$ cat config.mk
export PLATFORM = sky130hd
export DESIGN_NAME = if_stage_flat
export DESIGN_NICKNAME = d
export VERILOG_FILES = /design/src/rtl/if_stage_if.sv /design/src/rtl/if_stage.sv /design/src/flat_wrapper.sv
export SDC_FILE = /design/constraint.sdc
export NUM_CORES = 1
export LEC_CHECK = 0
export ABC_AREA = 1
export BUFFER_PORTS_ARGS = -buffer_cell sky130_fd_sc_hd__buf_2
export CAP_MARGIN = 10
export CORE_MARGIN = 2
export CORE_UTILIZATION = 25
export CTS_BUF_LIST = sky130_fd_sc_hd__clkbuf_8
export DETAILED_ROUTE_END_ITERATION = 10
export GPL_TIMING_DRIVEN = 0
export SLEW_MARGIN = 20
export SYNTH_ARGS = -nofsm -noshare
export SYNTH_HDL_FRONTEND = slang
export SYNTH_SLANG_ARGS = --single-unit
$ cat constraint.sdc
create_clock -name clk -period 1.5 [get_ports clk]
set_clock_uncertainty 0.2 [all_clocks]
set_input_delay 0.075 -clock clk [delete_from_list [all_inputs] [get_ports clk]]
set_output_delay 0.075 -clock clk [all_outputs]
set_load 0.01 [all_outputs]
$ cat src/rtl/if_stage_if.sv
// if_stage_if: instruction-memory fetch port between the fetch stage (master) and memory (slave).
interface if_stage_if;
    logic        imem_req;
    logic [15:0] imem_addr;
    logic        imem_rdy;
    logic [15:0] imem_data;
    modport master (output imem_req, imem_addr, input imem_rdy, imem_data);
    modport slave  (input imem_req, imem_addr, output imem_rdy, imem_data);
endinterface

$ cat src/rtl/if_stage.sv
// if_stage: instruction fetch with a one-entry stall buffer feeding the IF/ID register.
// Optional IF_HALT_DETECT_EN: stop fetching once an opcode-5'b00000 instruction enters IF/ID.
module if_stage #(
    parameter logic [15:0] RESET_PC = 16'h0000
) (
    input  logic        clk,
    input  logic        rst_n,
    if_stage_if.master  imem,
    input  logic [15:0] next_pc,
    input  logic        stall,
    input  logic        flush,
    output logic [15:0] pc_inc,
    output logic [15:0] if_id_instr,
    output logic [15:0] if_id_pc_inc,
    output logic        if_id_valid,
    output logic        halted
);
    localparam logic [1:0] FETCH = 2'd0, HOLD = 2'd1, HALT = 2'd2;
    logic [1:0]  state;
    logic [15:0] pc, hold_instr, hold_pc_inc;
    logic        halt_f, halt_h;
    assign pc_inc         = pc + 16'd2;
    assign imem.imem_req  = state == FETCH;
    assign imem.imem_addr = pc;
`ifdef IF_HALT_DETECT_EN
    assign halt_f = imem.imem_data[15:11] == 5'd0;
    assign halt_h = hold_instr[15:11] == 5'd0;
    assign halted = state == HALT;
`else
    assign halt_f = 1'b0;
    assign halt_h = 1'b0;
    assign halted = 1'b0;
`endif
    always_ff @(posedge clk) begin
        if (!rst_n) begin
            state        <= FETCH;
            pc           <= RESET_PC;
            hold_instr   <= 16'h0000;
            hold_pc_inc  <= 16'h0000;
            if_id_instr  <= 16'h0000;
            if_id_pc_inc <= 16'h0000;
            if_id_valid  <= 1'b0;
        end else if (state != HALT) begin
            if (flush) begin
                pc          <= next_pc;
                if_id_valid <= 1'b0;
                hold_instr  <= 16'h0000;
                hold_pc_inc <= 16'h0000;
                state       <= FETCH;
            end else if (state == FETCH && imem.imem_rdy) begin
                if (stall) begin
                    hold_instr  <= imem.imem_data;
                    hold_pc_inc <= pc_inc;
                    state       <= HOLD;
                end else begin
                    if_id_instr  <= imem.imem_data;
                    if_id_pc_inc <= pc_inc;
                    if_id_valid  <= 1'b1;
                    pc           <= next_pc;
                    state        <= halt_f ? HALT : FETCH;
                end
            end else if (state == FETCH) begin
                // memory not ready: drop a bubble only if downstream is consuming
                if (!stall) if_id_valid <= 1'b0;
            end else if (!stall) begin
                if_id_instr  <= hold_instr;
                if_id_pc_inc <= hold_pc_inc;
                if_id_valid  <= 1'b1;
                pc           <= next_pc;
                state        <= halt_h ? HALT : FETCH;
            end
        end
    end
endmodule

$ cat src/flat_wrapper.sv
// flat-port wrapper written by rule: the top's interface ports become plain ports
module if_stage_flat 
#(
    parameter logic [15:0] RESET_PC = 16'h0000
)
  (clk, rst_n, next_pc, stall, flush, pc_inc, if_id_instr, if_id_pc_inc, if_id_valid, halted, imem_imem_req, imem_imem_addr, imem_imem_rdy, imem_imem_data);
  if_stage_if imem_i ();
  input  logic clk;
  input  logic rst_n;
  input  logic [15:0] next_pc;
  input  logic stall;
  input  logic flush;
  output logic [15:0] pc_inc;
  output logic [15:0] if_id_instr;
  output logic [15:0] if_id_pc_inc;
  output logic if_id_valid;
  output logic halted;
  output wire logic [$bits(imem_i.imem_req)-1:0] imem_imem_req;
  output wire logic [$bits(imem_i.imem_addr)-1:0] imem_imem_addr;
  input wire logic [$bits(imem_i.imem_rdy)-1:0] imem_imem_rdy;
  input wire logic [$bits(imem_i.imem_data)-1:0] imem_imem_data;
  assign imem_imem_req = imem_i.imem_req;
  assign imem_imem_addr = imem_i.imem_addr;
  assign imem_i.imem_rdy = imem_imem_rdy;
  assign imem_i.imem_data = imem_imem_data;
  if_stage #(.RESET_PC(RESET_PC)) u_core (.clk(clk), .rst_n(rst_n), .imem(imem_i), .next_pc(next_pc), .stall(stall), .flush(flush), .pc_inc(pc_inc), .if_id_instr(if_id_instr), .if_id_pc_inc(if_id_pc_inc), .if_id_valid(if_id_valid), .halted(halted));
endmodule
==> results of run 1 <==
==> Yosys cell counts, types with 4 or more instances <==
library cell,count,area [µm²]
sky130_fd_sc_hd__a31oi_1,19,119
sky130_fd_sc_hd__clkbuf_1,10,37.5
sky130_fd_sc_hd__a21oi_1,43,215
sky130_fd_sc_hd__nand3_1,14,70.1
sky130_fd_sc_hd__buf_4,4,30.0
sky130_fd_sc_hd__nor2_2,5,31.3
sky130_fd_sc_hd__nor2_4,4,45.0
sky130_fd_sc_hd__o21ai_0,49,245
sky130_fd_sc_hd__buf_2,10,50.1
sky130_fd_sc_hd__nand2_1,86,323
sky130_fd_sc_hd__inv_1,34,128
sky130_fd_sc_hd__o21ai_1,6,30.0
sky130_fd_sc_hd__o32ai_1,18,158
sky130_fd_sc_hd__nor2_1,23,86.3
sky130_fd_sc_hd__dfxtp_1,82,1640
sky130_fd_sc_hd__nand4_1,4,25.0
==> through the flow <==
stage | setup TNS [ns] | hold WS (ns)
4_1_cts | -6.38 | 0.0175
2_1_floorplan | 0 | 0.0184
6_report | -4.29 | 0.0756
3_5_place_dp | -5.73 | 0.132
3_3_place_gp | -5.08 | 0.128
5_1_grt | -6.73 | 0.0965
==> power groups by stage <==
stage	logic [mW]	clock network (mW)	registers, mW
floorplan	0.347	0	2.43
CTS	0.825	1.74	2.36
finish	0.910	1.68	2.36
global placement	0.666	0	2.41
detailed placement	0.674	0	2.41
global route	0.994	1.84	2.37
==> flip-flops by register name, summed over array words and instances (netlist names) <==
register and flops:
u_core.hold_pc_inc 16, u_core.imem.imem_addr 16, u_core.if_id_instr 16, u_core.if_id_pc_inc 16, u_core.state 1, u_core.if_id_valid 1, u_core.hold_instr 16
==> critical path: stages, from the launching register on <==
cell and delay [ns]:
sky130_fd_sc_hd__dfxtp_4 0.40, sky130_fd_sc_hd__nand3_2 0.16, sky130_fd_sc_hd__inv_2 0.12, sky130_fd_sc_hd__nand2_2 0.07, sky130_fd_sc_hd__o21ai_1 0.15, sky130_fd_sc_hd__and2_1 0.16, sky130_fd_sc_hd__buf_2 0.13
==> area by class of cell <==
class | count | share of cell area [%]
Inverter | 38 | 2.94
Buffer | 28 | 3.69
Clock inverter | 5 | 1.00
Tap cell | 180 | 4.21
Multi-Input combinational cell | 290 | 32.2
Timing Repair Buffer | 167 | 21.7
Clock buffer | 11 | 2.83
Sequential cell | 82 | 31.4
==> how the worst max path moves through the flow <==
stage	from	to	slack (ns)	depth (start not counted)
detailed placement	u_core.state[0]	u_core.hold_instr[13]	-0.16	5
CTS	u_core.imem.imem_addr[1]	pc_inc[11]	-0.37	8
finish	u_core.imem.imem_addr[3]	pc_inc[10]	-0.34	6
global route	u_core.imem.imem_addr[2]	pc_inc[11]	-0.44	8
floorplan	u_core.imem.imem_addr[3]	u_core.if_id_pc_inc[14]	0.005	7
global placement	u_core.state[0]	u_core.hold_pc_inc[1]	-0.15	5
==> logic make-up after synthesis <==
logic type,after synthesis
AND/OR/NAND/NOR,146
flip-flops,82
XOR/XNOR,7
AO/OA/AOI/OAI,135
other,1
adder cells (fa/ha/maj),1
buffers and inverters,66
==> per-layer routing <==
layer | up-vias | global-route usage, % | part of all wire [%]
li1 | 1845 | - | -
met1 | 1707 | 20.1 | 44
met2 | 118 | 25.8 | 48
met3 | 19 | 4.92 | 6.0
met4 | 0 | 5.17 | 1.5
met5 | - | 0 | 0
==> repair_timing <==
action                                 4_1_cts  5_1_grt
setup buffers                               18        8
endpoints found under the hold margin       61        1
setup endpoints to repair                   80       84
resized for setup                           36       80
gates cloned                                 0        3
hold buffers                                37        1
pin swaps                                   11       10
==> reports/results.tsv, run 1 <==
metric	value	unit
outcome	complete, but fails checks	
failed_checks	setup timing	
swShare	28.4	%
p_per_area	924	mW/mm²
cts.sinks	82	
number_of_drc_violations_after_detailed_routing_iteration_0	179	
worstSetupPathType	flip-flop to primary output	
antenna_found_initial	0	
synth_cells	438	
crit_arrival	1.56	ns
via_count	3689	
gp_routability_congestion	0.789	
initial_util	25.3	%
cts_tree	built	
number_of_synthesized_register_bits	82	
syn-cell-area	0.00347	mm²
synth_top_family_by_area	compound AO/OA/AOI/OAI gates	
maxSlewViolCount	0	
reg2reg_slack	-0.19	ns
grt_setup_unrepaired	true	
postLayoutCoreUtil	39.0	%
multiInputGateArea	0.00173	mm²
sequential_cell_area	0.00168	mm²
min_path_type	input pin to flip-flop	
leakagePower	2.26	nW
grtUsageTotal	15.9	%
setup_viol_count_final	22	
tightest_slew	0.585	ns
grt_first_pass_wirelength	18000	µm
worst-path-max-fanout	5	
slack_of_the_critical_path	-0.336	ns
detail_route.drc_violations	0	
layout_common_cells	sky130_fd_sc_hd__buf_2, sky130_fd_sc_hd__nand2_1, sky130_fd_sc_hd__dfxtp_1	
timing.rr.end	u_core.hold_pc_inc[15]	
power.combinational.fraction	18.4	%
synth-warning-count	0	
synth_sequential_area_ratio	47.3	%
timing_hold_violations_final	0	
pin_count_of_the_biggest_net_entering_global_routing	14	
layout.cell_area.non_filler	0.00536	mm²
period_needed	1.84	ns
clk_root_buffer_cell	sky130_fd_sc_hd__clkbuf_8	
num_antenna_cells	0	
antenna_left	0	
cts.reportedPaths.clkPinSlew	0.09	ns
setup.worst_path.end_class	primary output	
postSynth.topFlopCell	sky130_fd_sc_hd__dfxtp_1	
clock_network_fraction_of_total_power	34.0	%
maxCapViolations	0	
post_synth_num_cell_types	32	
fp.dieW	122	µm
fraction_of_final_layout_cells_sized_beyond_drive_strength_1	37.8	%
timing.hold.worst_path_depth	4	
routed_wl	11800	µm
core_area	0.0137	mm²
global_route.overflow_total	0	
critical_path.reg2reg.startpoint	u_core.imem.imem_addr[2]	
synth_simple_gate_area_share	18.9	%
drt_pre_antenna_iters	5	
vias_in_the_first_global_route	3601	
synth_compound_area_share	22.1	%
io_buffer_count	102	
synth-edff-count	0	
total_power	4.95	mW
max_freq	545	MHz
worstSetupStartpointType	flip-flop	
reg2regPathDepth	10	
synthToLayoutAreaGrowth	54.2	%
relSlewSlack	61.0	%
dp_hpwl	8010	µm
placedInstanceArea	0.00424	mm²
synth_xor_xnor_area_share	2.63	%
max-vdd-ir-drop	0.400	mV
timing.final.crit_share	122	%
share_of_synthesized_cell_area_in_full_adder_half_adder_and_majority_cells	0.360	%
routed_via_density	4.61	
routed_length_per_placed_instance	14.7	µm
mostFrequentLayoutCell	sky130_fd_sc_hd__buf_2	
die-height	122	µm
cell_count_final_fillers_out	801	
synth-async-reset-ratio	0	%
cts_inserted_buffers	9	
finalNetCount	654	
fillerInstances	1403	
dp_cells	720	
switching_power	1.41	mW
hold_endpoint	u_core.if_id_instr[0]	
synthMuxAreaShare	0	%
ctsHtreeMaxLevel	3	
longest_clk_path_bufs	2	
worst_hold_startpoint	rst_n	
crit_required	1.22	ns
clock_latency	0.37	ns
die_area	0.0149	mm²
synth_area_per_cell	7.93	µm²
synth_fp_nets	476	
floorplan.io_pins	104	
intPower	3.54	mW
row_count	43	
share_seq_of_total_power	47.7	%
dpl_worst_slack	-0.162	ns
No activity file was read; power rests on OpenSTA's default activity.
==> inputs of run 2 (changes only) <==
- CORE_MARGIN: 2 -> 4
- CTS_BUF_LIST: sky130_fd_sc_hd__clkbuf_8 -> sky130_fd_sc_hd__clkbuf_4
==> reports/results.tsv, run 2 (synthesis results as in run 1) <==
metric	value	unit
core_area	0.0134	mm²
worst-path-max-fanout	4	
multiInputGateArea	0.00177	mm²
min_path_type	input pin to flip-flop	
slack_of_the_critical_path	-0.452	ns
sequential_cell_area	0.00168	mm²
floorplan.io_pins	104	
fillerInstances	1360	
setup.worst_path.end_class	primary output	
dp_cells	716	
grt_first_pass_wirelength	18400	µm
via_count	3719	
grt_setup_unrepaired	true	
leakagePower	2.28	nW
die_area	0.0158	mm²
detail_route.drc_violations	0	
initial_util	25.9	%
layout.cell_area.non_filler	0.00542	mm²
worstSetupPathType	flip-flop to primary output	
maxCapViolations	0	
routed_wl	12000	µm
longest_clk_path_bufs	2	
failed_checks	setup timing	
io_buffer_count	102	
vias_in_the_first_global_route	3675	
clk_root_buffer_cell	sky130_fd_sc_hd__clkbuf_4	
max_freq	512	MHz
synthToLayoutAreaGrowth	56.1	%
cell_count_final_fillers_out	800	
routed_length_per_placed_instance	15.0	µm
outcome	complete, but fails checks	
mostFrequentLayoutCell	sky130_fd_sc_hd__buf_2	
placedInstanceArea	0.00424	mm²
pin_count_of_the_biggest_net_entering_global_routing	14	
p_per_area	885	mW/mm²
crit_required	1.22	ns
max-vdd-ir-drop	0.443	mV
drt_pre_antenna_iters	4	
maxSlewViolCount	0	
critical_path.top_delay_family	flip-flops	
dp_hpwl	8230	µm
gp_routability_congestion	0.805	
setup_viol_count_final	24	
finalNetCount	656	
worstSetupStartpointType	flip-flop	
worst_path_max_delay_cell	sky130_fd_sc_hd__dfxtp_4	
timing.final.crit_share	130	%
crit_arrival	1.68	ns
cts_tree	built	
routed_via_density	4.65	
cts.reportedPaths.clkPinSlew	0.13	ns
ctsHtreeMaxLevel	3	
cts.sinks	82	
layout_common_cells	sky130_fd_sc_hd__buf_2, sky130_fd_sc_hd__nand2_1, sky130_fd_sc_hd__dfxtp_1	
cts_inserted_buffers	9	
row_count	42	
path_buf_inv	2	
antenna_found_initial	1	
fp.dieW	126	µm
timing.critical_path.cells	nand3_2 -> inv_2 -> nand2_2 -> o21ai_1 -> and2_1 -> buf_2	
clock_latency	0.47	ns
global_route.overflow_total	0	
die-height	126	µm
period_needed	1.95	ns
cpPeakStageDelay	0.41	ns
timing_hold_violations_final	0	
fraction_of_final_layout_cells_sized_beyond_drive_strength_1	41.4	%
number_of_drc_violations_after_detailed_routing_iteration_0	172	
grtUsageTotal	14.4	%
antenna_left	0	
==> run 2: cell types whose count changed in the layout (fill, tap and decap cells not counted), sizes merged <==
cell / before / now
bufinv: 1 / 2
buf: 145 / 150
diode: 0 / 1
clkbuf: 24 / 20
inv: 37 / 36
clkinvlp: 2 / 1
dlymetal6s4s: 1 / 0
clkinv: 3 / 6
==> run 2: repair_timing <==
action	in CTS	in global routing
resized for setup	42	119
hold buffers	36	0
setup buffers	17	12
pin swaps	10	13
gates cloned	0	2
setup endpoints to repair	83	95
hold endpoints to repair	66	0
==> run 2: where the power goes <==
part           switching (mW)  total (mW)  leakage [nW]  internal, mW
sequential             0.0880        2.36         0.677          2.28
combinational           0.506       0.957          1.52         0.451
clock                   0.820        1.48        0.0869         0.659
total                    1.41        4.80          2.28          3.39
==> run 2: final timing paths <==
check / endpoint / from / cells after the start / slack [ns]
max: pc_inc[10] / u_core.imem.imem_addr[3] / 6 / -0.45
min: u_core.imem.imem_addr[5] / next_pc[5] / 4 / 0.18
max reg2reg: u_core.hold_pc_inc[15] / u_core.imem.imem_addr[1] / 9 / -0.16
min reg2reg: u_core.hold_pc_inc[6] / u_core.hold_pc_inc[6] / 2 / 0.27
==> run 2: layout make-up <==
type                       count  area share (%)
multi-input combinational    290            32.6
buffer                        28            4.27
tap                          176            4.06
sequential                    82            31.0
clock inverter                 7            1.55
timing repair buffer         169            22.2
inverter                      38            2.98
antenna                        1          0.0461
clock buffer                   9            1.25
==> run 2: worst register-to-register path: stages (launching register included) <==
cell and delay [ns]:
sky130_fd_sc_hd__dfxtp_4 0.39, sky130_fd_sc_hd__ha_4 0.15, sky130_fd_sc_hd__nand3_4 0.10, sky130_fd_sc_hd__nor2_4 0.15, sky130_fd_sc_hd__nand4_1 0.14, sky130_fd_sc_hd__nand2_2 0.13, sky130_fd_sc_hd__buf_6 0.10, sky130_fd_sc_hd__buf_6 0.09
sky130_fd_sc_hd__nand2_2 0.04, sky130_fd_sc_hd__a21oi_2 0.11
==> run 2: routing by layer <==
layer / track usage (%) / vias to the layer above / routed length (µm)
met4: 4.23 / 0 / 123
met3: 4.15 / 12 / 711
li1: - / 1844 / -
met1: 17.7 / 1772 / 5220
met5: 0 / - / 0
met2: 24.6 / 91 / 5960
==> run 2: stage by stage <==
stage                     setup TNS [ns]  setup slack [ns]  hold WS (ns)  power, mW  util [%]
after floorplan                        0           0.00480        0.0184       2.78         -
after global placement             -4.58            -0.134         0.125       3.08      31.6
after detailed placement           -6.24            -0.167         0.134       3.09      31.6
after CTS                         -10.85            -0.476         0.166       4.69      37.2
after global routing               -8.50            -0.546         0.201       4.99      40.5
final                              -5.60            -0.452         0.180       4.80      40.5
==> inputs of run 3 (changes only) <==
- ABC_AREA: 1 -> unset
- CORE_MARGIN: 4 -> 2
- TNS_END_PERCENT: unset -> 5
==> reports/results.tsv, run 3 <==
metric	value	unit
outcome	complete, but fails checks	
failed_checks	hold timing, setup timing	
synth_area_per_cell	7.82	µm²
postSynth.topFlopCell	sky130_fd_sc_hd__dfxtp_1	
synth_cells	448	
synth_top_cell_by_area	sky130_fd_sc_hd__dfxtp_1	
clock_latency	0.45	ns
finalNetCount	650	
postLayoutCoreUtil	38.8	%
floorplan.io_pins	104	
routed_via_density	4.68	
path_buf_inv	1	
slack_of_the_critical_path	-0.757	ns
timing.critical_path.cells	ha_4 -> nand4_1 -> or4_4 -> xnor2_4 -> buf_2	
maxSlewViolCount	0	
antenna_found_initial	0	
grt_setup_unrepaired	true	
placedInstanceArea	0.00426	mm²
row_count	43	
synth-async-reset-ratio	0	%
die_area	0.0150	mm²
initial_util	25.4	%
worstSetupPathType	flip-flop to primary output	
ctsHtreeMaxLevel	3	
cts_tree	built	
dp_cells	729	
crit_arrival	1.98	ns
total_neg_setup_slack	-17.57	ns
grt_first_pass_wirelength	17500	µm
cpPeakStageDelay	0.56	ns
routed_wl	11600	µm
cts_hold_buffers	36	
num_antenna_cells	0	
global_route.overflow_total	0	
mostFrequentLayoutCell	sky130_fd_sc_hd__nand2_1	
critical_path.top_delay_family	simple AND/OR/NAND/NOR gates	
worst_path_max_delay_cell	sky130_fd_sc_hd__or4_4	
synth-warning-count	0	
syn-cell-area	0.00350	mm²
cell_with_the_most_instances_after_synthesis	sky130_fd_sc_hd__nand2_1	
dpl_worst_slack	-0.743	ns
tightest_slew	0.572	ns
drt_pre_antenna_iters	5	
routed_length_per_placed_instance	14.5	µm
timing.final.crit_share	150	%
dp_hpwl	8070	µm
number_of_synthesized_register_bits	82	
synth-edff-count	0	
total_power	4.81	mW
cts.sinks	82	
maxCapViolations	0	
synth_area_leaders	sky130_fd_sc_hd__dfxtp_1, sky130_fd_sc_hd__nand2_1, sky130_fd_sc_hd__a21oi_1	
timing_hold_violations_final	1	
layout.cell_area.non_filler	0.00534	mm²
crit_required	1.22	ns
yosysTopAreaCellShare	46.9	%
setup.worst_path.end_class	primary output	
clk_root_buffer_cell	sky130_fd_sc_hd__clkbuf_4	
cell_count_final_fillers_out	797	
antenna_left	0	
fraction_of_final_layout_cells_sized_beyond_drive_strength_1	33.7	%
max_freq	443	MHz
p_per_area	900	mW/mm²
io_buffer_count	101	
worst-path-max-fanout	3	
grtUsageTotal	15.2	%
leakagePower	2.24	nW
setup_viol_count_final	78	
hold-worst-slack	-0.139	ns
cts.reportedPaths.clkPinSlew	0.13	ns
fillerInstances	1433	
synthToLayoutAreaGrowth	52.5	%
die-height	122	µm
synth_sequential_area_ratio	46.9	%
pin_count_of_the_biggest_net_entering_global_routing	14	
number_of_drc_violations_after_detailed_routing_iteration_0	275	
gp_routability_congestion	0.813	
worstSetupStartpointType	flip-flop	
post_synth_num_cell_types	40	
fp.dieW	122	µm
post_synth_most_frequent_cells	sky130_fd_sc_hd__nand2_1, sky130_fd_sc_hd__dfxtp_1, sky130_fd_sc_hd__nor2_1	
synth_fp_nets	486	
max-vdd-ir-drop	0.542	mV
min_path_type	input pin to flip-flop	
cts_inserted_buffers	9	
period_needed	2.26	ns
layout_common_cells	sky130_fd_sc_hd__nand2_1, sky130_fd_sc_hd__buf_2, sky130_fd_sc_hd__dfxtp_1	
relSlewSlack	61.7	%
reg2reg_slack	-0.44	ns
longest_clk_path_bufs	2	
vias_in_the_first_global_route	3420	
core_area	0.0138	mm²
via_count	3732	
detail_route.drc_violations	0	
run 3: cell count changes after synthesis, moves of 19 or more:
| cell | previous run | this run |
|---|---|---|
| sky130_fd_sc_hd__inv_1 | 34 | 10 |
| sky130_fd_sc_hd__nand2_1 | 86 | 111 |
| sky130_fd_sc_hd__nor3_1 | 0 | 21 |
| sky130_fd_sc_hd__a31oi_1 | 19 | 0 |
| sky130_fd_sc_hd__o21ai_0 | 49 | 5 |
run 3: final timing paths:
kind	start	end	depth (start not counted)
max	u_core.imem.imem_addr[1]	pc_inc[13]	5
min	imem_imem_rdy	u_core.state[0]	3
max reg2reg	u_core.imem.imem_addr[1]	u_core.hold_pc_inc[11]	8
min reg2reg	u_core.hold_instr[15]	u_core.hold_instr[15]	2
run 3: final cells by class:
cell class	instances	area [µm²]	share of cell area (%)
timing repair buffer	153	1020	19.1
clock inverter	6	105	1.97
tap	180	225	4.22
buffer	36	282	5.27
clock buffer	10	75.1	1.41
multi-input combinational	320	1930	36.1
sequential	82	1670	31.3
inverter	10	37.5	0.703
run 3: worst min-delay path: cells and delay by family:
| family | cells | cell delay [ns] |
|---|---|---|
| and+or+nand+nor | 2 | 0.24 |
| buffers and inverters | 1 | 0.14 |
run 3: cells by family (layout without fill, tap and decap cells):
group,after synthesis,after routing,synth area share [%]
XOR/XNOR,8,8,2.00
adder cells (fa/ha/maj),1,1,0.357
buffers and inverters,47,215,5.36
AO/OA/AOI/OAI,87,87,16.9
flip-flops,82,82,46.9
multiplexers,2,2,0.572
other,1,1,0.107
AND/OR/NAND/NOR,220,221,27.8
run 3: where the power goes:
part / internal [mW] / switching [mW]
clock network: 0.852 / 0.778
registers: 2.27 / 0.0865
logic: 0.387 / 0.441
total: 3.50 / 1.31
run 3: per-layer routing:
layer	part of all wire [%]	vias up	GRT usage (%)
met5	0	-	0
met4	1.7	0	5.89
met3	7.1	17	3.67
met2	48	134	25.0
met1	44	1709	19.3
li1	-	1872	-
run 3: repair_timing:
item / in CTS / in global routing
resized for setup: 84 / 40
setup endpoints to repair: 95 / 93
pin swaps: 15 / 17
endpoints found under the hold margin: 57 / 1
cloned: 0 / 1
setup buffers: 12 / 4
